<file path="config.mk">
export PLATFORM = sky130hd
export DESIGN_NAME = divshift
export DESIGN_NICKNAME = d
export VERILOG_FILES = /design/src/rtl/divshift.sv
export SDC_FILE = /design/constraint.sdc
export NUM_CORES = 1
export LEC_CHECK = 0
export ABC_AREA = 1
export ABC_CLOCK_PERIOD_IN_PS = 4600
export BUFFER_PORTS_ARGS = -buffer_cell sky130_fd_sc_hd__buf_2
export CELL_PAD_IN_SITES_DETAIL_PLACEMENT = 0
export CELL_PAD_IN_SITES_GLOBAL_PLACEMENT = 1
export CORE_MARGIN = 10
export CORE_UTILIZATION = 46
export CTS_CLUSTER_SIZE = 25
export DETAILED_ROUTE_END_ITERATION = 7
export GPL_ROUTABILITY_DRIVEN = 0
export PLACE_DENSITY_LB_ADDON = 0.1
export SLEW_MARGIN = 15
export SYNTH_ARGS = -nofsm -noshare
export SYNTH_HDL_FRONTEND = slang
export SYNTH_SLANG_ARGS = --single-unit
</file>
<file path="constraint.sdc">
create_clock -name clk -period 4.6 [get_ports clk]
set_clock_uncertainty 0.1 [all_clocks]
set_input_delay 0.92 -clock clk [delete_from_list [all_inputs] [get_ports clk]]
set_output_delay 0.92 -clock clk [all_outputs]
set_load 0.02 [all_outputs]
</file>
<file path="src/rtl/divshift.sv">
// divshift: iterative restoring divider computing q = (num << SHIFT) / den.
// One quotient bit per clock, valid/ready handshake on both sides, quotient
// saturated to WIDTH_Q bits with an overflow flag, divide-by-zero flagged.
module divshift #(
   parameter int WIDTH_N = 17,
   parameter int WIDTH_D = 9,
   parameter int WIDTH_Q = 8,
   parameter int SHIFT   = 8
) (
   input  logic               clk,
   input  logic               rst_n,
   input  logic               in_valid,
   output logic               in_ready,
   input  logic [WIDTH_N-1:0] num,
   input  logic [WIDTH_D-1:0] den,
   output logic               out_valid,
   input  logic               out_ready,
   output logic [WIDTH_Q-1:0] quo,
   output logic [WIDTH_D-1:0] rem,
   output logic               ovf,
   output logic               dbz
);

   localparam int N     = WIDTH_N + SHIFT;
   localparam int CNT_W = $clog2(N + 1);

   typedef enum logic [1:0] {IDLE, BUSY, DONE} state_t;

   state_t             state;
   state_t             state_next;
   logic [CNT_W-1:0]   cnt;
   logic [N-1:0]       dividend;
   logic [N-1:0]       quotient;
   logic [WIDTH_D:0]   prem;
   logic [WIDTH_D-1:0] den_r;

   logic               accept;
   logic               last_iter;
   logic [WIDTH_D:0]   trial;
   logic               qbit;
   logic [WIDTH_D:0]   prem_next;
   logic [N-1:0]       quotient_next;

   // Any quotient bit at or above WIDTH_Q means the result does not fit.
   function automatic logic quo_ovf(input logic [N-1:0] q);
      return |q[N-1:WIDTH_Q];
   endfunction

   // Clamp the full quotient to all ones when it does not fit in WIDTH_Q bits.
   function automatic logic [WIDTH_Q-1:0] sat_quo(input logic [N-1:0] q);
      if (quo_ovf(q))
         return '1;
      else
         return q[WIDTH_Q-1:0];
   endfunction

   assign accept    = in_valid && (state == IDLE);
   assign last_iter = (state == BUSY) && (cnt == CNT_W'(1));

   // One restoring step: the partial remainder is always < den, so it fits
   // WIDTH_D bits before the shift and WIDTH_D+1 bits after it.
   always_comb begin
      trial         = {prem[WIDTH_D-1:0], dividend[N-1]};
      qbit          = (trial >= {1'b0, den_r});
      prem_next     = qbit ? (trial - {1'b0, den_r}) : trial;
      quotient_next = {quotient[N-2:0], qbit};
   end

   // State register.
   always_ff @(posedge clk) begin
      if (!rst_n)
         state <= IDLE;
      else
         state <= state_next;
   end

   // Next-state and handshake outputs.
   always_comb begin
      state_next = state;
      in_ready   = 1'b0;
      out_valid  = 1'b0;
      case (state)
         IDLE: begin
            in_ready = 1'b1;
            if (in_valid)
               state_next = (den == '0) ? DONE : BUSY;
         end
         BUSY: begin
            if (cnt == CNT_W'(1))
               state_next = DONE;
         end
         DONE: begin
            out_valid = 1'b1;
            if (out_ready)
               state_next = IDLE;
         end
         default: state_next = IDLE;
      endcase
   end

   // Iteration counter: loaded with N on accept, counts down while busy.
   always_ff @(posedge clk) begin
      if (!rst_n)
         cnt <= '0;
      else if (accept)
         cnt <= CNT_W'(N);
      else if (state == BUSY)
         cnt <= cnt - CNT_W'(1);
   end

   // Working registers: operands captured on accept, shifted while busy.
   always_ff @(posedge clk) begin
      if (accept) begin
         dividend <= N'(num) << SHIFT;
         den_r    <= den;
         prem     <= '0;
         quotient <= '0;
      end else if (state == BUSY) begin
         dividend <= dividend << 1;
         prem     <= prem_next;
         quotient <= quotient_next;
      end
   end

   // Result registers: written on entry to DONE and held until the next op.
   always_ff @(posedge clk) begin
      if (!rst_n) begin
         quo <= '0;
         rem <= '0;
         ovf <= 1'b0;
         dbz <= 1'b0;
      end else if (accept && (den == '0)) begin
         quo <= '1;
         rem <= '0;
         ovf <= 1'b0;
         dbz <= 1'b1;
      end else if (last_iter) begin
         quo <= sat_quo(quotient_next);
         rem <= prem_next[WIDTH_D-1:0];
         ovf <= quo_ovf(quotient_next);
         dbz <= 1'b0;
      end
   end

endmodule
</file>
# --- Word level (Yosys, flattened, before mapping) ---
# Index checks and enable logic that the tools add are counted.
totals:
  inputBits: 30
  reg_bits: 85
  wordCells: 49
  out_inout_bits: 21
classes:
  n_reduce_logical: 11
  n_addsub: 2
  eq_ne: 6
  mux: 17
  order_cmp: 1
  bitwise_logic: 1
op_table:
  columns: ["op", "count"]
  rows:
  - ["25-bit 2-to-1 mux", 2]
  - ["8-bit 2-to-1 mux", 3]
  - ["17-bit OR reduction", 1]
  - ["10-bit by 9-bit >= comparator with 1-bit output", 1]
  - ["5-bit 2-to-1 mux", 2]
  - ["9-bit zero test", 1]
  - ["9-bit 2-to-1 mux", 1]
  - ["9-bit subtractor", 1]
  - ["2-bit 2-to-1 mux", 4]
  - ["2-bit != test (second input constant)", 3]
  - ["2-bit one-hot mux with 3 select lines", 1]
  - ["5-bit by 1-bit == test with 1-bit output (second input constant)", 1]
  - ["5-bit by 1-bit subtractor with 5-bit output (second input constant)", 1]
  - ["1-bit 2-to-1 mux", 4]
  - ["2-bit nonzero test", 2]
  - ["2-bit OR reduction", 2]
  - ["1-bit logical AND", 3]
  - ["3-bit AND reduction", 1]
  - ["2-bit by 1-bit == test with 1-bit output (second input constant)", 1]
  - ["2-bit == test (second input constant)", 1]
  - ["2-bit zero test", 1]
  - ["1-bit NOT", 1]

# --- Logic depth before layout (Yosys ltp) ---
depth:
  ltp_word: 4
  ltp_mapped: 14

# --- Least setup slack after synthesis ---
# No wires, ideal clock.
synth_timing:
  path_type: "input -> register"
  startpoint: "in in_valid"
  endpoint: "reg den_r[0] (enable)"
  setup_slack_ns: 2.538
  arrival_ns: 1.585
  path_stages: 3
  n_path_buf: 1
  setup_ns: 0.377
  cell_sequence: "inv_1 -> nor2_4 -> buf_1"
synth_between:
  elab_chain_cells: 1
synth_rtl:
  columns: ["element", "line_no", "source"]
  rows:
  - ["start, declared", "12", "input logic in_valid,"]
  - ["1-bit logical AND", "57", "assign accept = in_valid && (state == IDLE);"]
  - ["named net accept", "37", "logic accept;"]
  - ["end signal, assigned", "115", "den_r <= den;"]
  - ["end, declared", "35", "logic [WIDTH_D-1:0] den_r;"]
# The timed path passes the listed nets, and every way through them passes these cells.
# A chain may end at the register's enable or synchronous reset.

# --- Worst setup path after layout ---
layout_timing:
  startpoint: "in in_valid"
  endpoint: "reg dividend[10] (enable)"
layout_between:
  elab_chain_cells: 2
layout_rtl:
  columns: ["element", "line_no", "source"]
  rows:
  - ["1-bit logical AND", "57", null]
  - ["2-bit nonzero test (no source line)", null, null]
  - ["end signal, assigned", "114", "dividend <= N'(num) << SHIFT;"]
  - ["end signal, assigned", "119", "dividend <= dividend << 1;"]
  - ["end, declared", "32", "logic [N-1:0] dividend;"]
# Every way passes these cells.

==> results.ini <==
[clock_network]
hold_buffers = 0
cts_resized = 0
clk_latency_ns = 0.35
cts.sinks = 85
cts_tree = built
postCtsSetupBuffers = 0
cts_root_buffer = clkbuf_8
h-tree-depth = 3
cts_made_buffers = 9
clkTransAtPathRegs_ns = 0.09
cts_buffer_depth = 2

[logic_synthesis]
ys_ff_latch = 85
async_reset_ff_share_pct = 0
synth_edf_count = 26
synthesis.area_sq_mm = 0.003936
yosys_warnings = 0
synthFlopType = dfxtp_1
synth_nets = 545
syn_inst = 503
ys_seq_area_share_pct = 49.84
ys_types = 31
synth_area_per_cell_sq_um = 7.826

[sta]
hold_viol_final = 0
finalSetupViolCount = 0
period_needed_ns = 2.370
finalCritPeriodShare_pct = 51.52
slew-limit-headroom_pct = 43.48
max_freq_mhz = 421.9
rsz0062_at_grt = no
worst_slew_pin_slew_ns = 0.8469
final_max_slew_viol_count = 0
fin_tns_setup_ns = 0

[global_route]
grt_pass1_vias = 2960
gr-usage-met3_pct = 4.526
grt_max_degree = 43
antenna_found_initial = 0
grt_pass1_wl_um = 14310
met2_usage_pct = 19.39
busiest_layer = met2
grt_usage_pct = 13.49
overflow = 0
use_met1_pct = 18.35

[power]
switching_share_pct = 35.61
pwr-share-seq_pct = 43.7
p_int_uw = 1396
switching_power_uw = 772.1
power.leakage_uw = 0.002202
ir_worst_vdd_mv = 0.1784
power_density_mw_per_mm2 = 486.1
p_comb_share_pct = 28.8
clockPowerShare_pct = 27.5

[critical_path]
crit_arrival_ns = 2.26
worst_ep_required_time_ns = 4.49
cp-start-kind = input pin
endpoint_kind = flop
path_max_fanout = 42
crit_type = in2reg

[finish]
syn_to_final_growth_pct = 13.32
drive_gt1_share_pct = 15.50
antenna_cells = 0
stdcell_count = 660
final_nets = 592

[route]
wl_um = 8299
drt-initial-drc-count = 157
viasPerCell = 4.753
vias = 3137
drtPass1Iterations = 4
remaining_drc_errors = 0
ant_nets = 0
routedWlPerCell_um = 12.57

[status]
status = complete, no violations

[floorplanning]
die_h_um = 112.5
core_area_sq_mm = 0.008258
die-area_sq_mm = 0.01266
rows = 33
die_w_um = 112.5
num_io_pins = 51
initial_utilization_pct = 47.67

[placement]
portBuffers = 50
dpl.hpwl_um = 6113
dp_cells = 644

[run]
max_cap_violations = 0

[min_path]
hp-class = reg2reg

[routing by layer]
metal	vias to the layer above	wire length [um]
met5	-	0
li1	1688	-
met1	1367	4165
met4	0	77
met2	76	3508
met3	6	548
[cells by family after synthesis]
| kind of cell | share of synthesized area [%] |
|---|---|
| buffers and inverters | 11.44 |
| AND/OR/NAND/NOR | 25.40 |
| XOR/XNOR | 0.6676 |
| adder cells (fa/ha/maj) | 4.005 |
| flip-flops | 49.84 |
| AO/OA/AOI/OAI | 8.646 |
[metrics by stage]
| stage | hold slack [ns] | total power, uW | cell area [sq um] | util (%) | setup slack, ns |
|---|---|---|---|---|---|
| after floorplan | 0.3392 | 1461 | 3936 | - | 2.538 |
| after global placement | 0.3612 | 1588 | 4228 | 51.20 | 1.863 |
| after detailed placement | 0.3587 | 1594 | 4228 | 51.20 | 1.825 |
| after CTS | 0.3742 | 2192 | 4461 | 54.02 | 2.216 |
| after global routing | 0.4074 | 2334 | 4461 | 54.02 | 2.073 |
| final | 0.3740 | 2168 | 4461 | 54.02 | 2.230 |
[worst max-delay path: stages]
cell and delay (ns):
buf_2 0.09, inv_1 0.06, nor2_4 0.10, buf_4 0.33, nor2_2 0.16, inv_2 0.58
[cells in the final DEF, fill, tap and decap left out, types with 2 or more instances in the layout]
cell / instances
nand2_1: 143
inv_1: 88
dfxtp_1: 59
buf_2: 50
nor2_1: 33
nand3_1: 33
edfxtp_1: 26
o22ai_1: 23
o21ai_0: 17
a21oi_1: 17
ha_1: 11
clkbuf_8: 9
nor2_2: 5
inv_2: 4
nand2_2: 4
nand4_1: 3
xor2_1: 3
nor3_1: 3
nor4_1: 3
nor2_4: 2
clkinv_1: 2
nand4_2: 2
a31oi_1: 2
inv_8: 2
[power by group through the flow]
stage	clock [uW]	combinational [uW]	sequential, uW
after global routing	647	727	960
after global placement	0	625	963
final	597	624	947
after CTS	613	631	948
after floorplan	0	501	960
after detailed placement	0	629	964
[registers in the layout (all words and copies together), names as in the netlist, 2 cells and up]
name / flops
cnt: 5
rem: 9
den_r: 9
prem: 9
dividend: 17
state: 2
quo: 8
quotient: 24
[cells in the mapped netlist (4+ instances only)]
| master | number | area share, % |
|---|---|---|
| a21oi_1 | 17 | 2.2 |
| nand2_1 | 143 | 14 |
| buf_1 | 4 | 0.38 |
| inv_2 | 4 | 0.38 |
| nand3_1 | 33 | 4.2 |
| edfxtp_1 | 26 | 20 |
| o22ai_1 | 23 | 3.7 |
| buf_6 | 4 | 1.1 |
| nor2_2 | 5 | 0.79 |
| inv_1 | 88 | 8.4 |
| nand2_2 | 4 | 0.64 |
| ha_1 | 11 | 3.5 |
| o21ai_0 | 17 | 2.2 |
| dfxtp_1 | 59 | 30 |
| nor2_1 | 33 | 3.1 |
[path summary, 6_finish.rpt]
kind / startpoint / end / slack, ns / cells past startpoint
hold reg to reg: prem[8] / prem[8] / 0.37 / 2
setup reg to reg: dividend[24] / rem[8] / 2.28 / 12
hold / removal: prem[8] / prem[8] / 0.37 / 2
setup / recovery: in_valid / dividend[10] / 2.23 / 6
[area by class of cell]
| cell class | instances | area, sq um |
|---|---|---|
| timing repair buffer | 51 | 257.7 |
| fill | 834 | 3797 |
| tap | 105 | 131.4 |
| multi-input combinational | 309 | 1524 |
| inverter | 94 | 352.8 |
| clock buffer | 10 | 148.9 |
| clock inverter | 6 | 83.83 |
| sequential | 85 | 1962 |
Power figures use the tool's default switching activity.
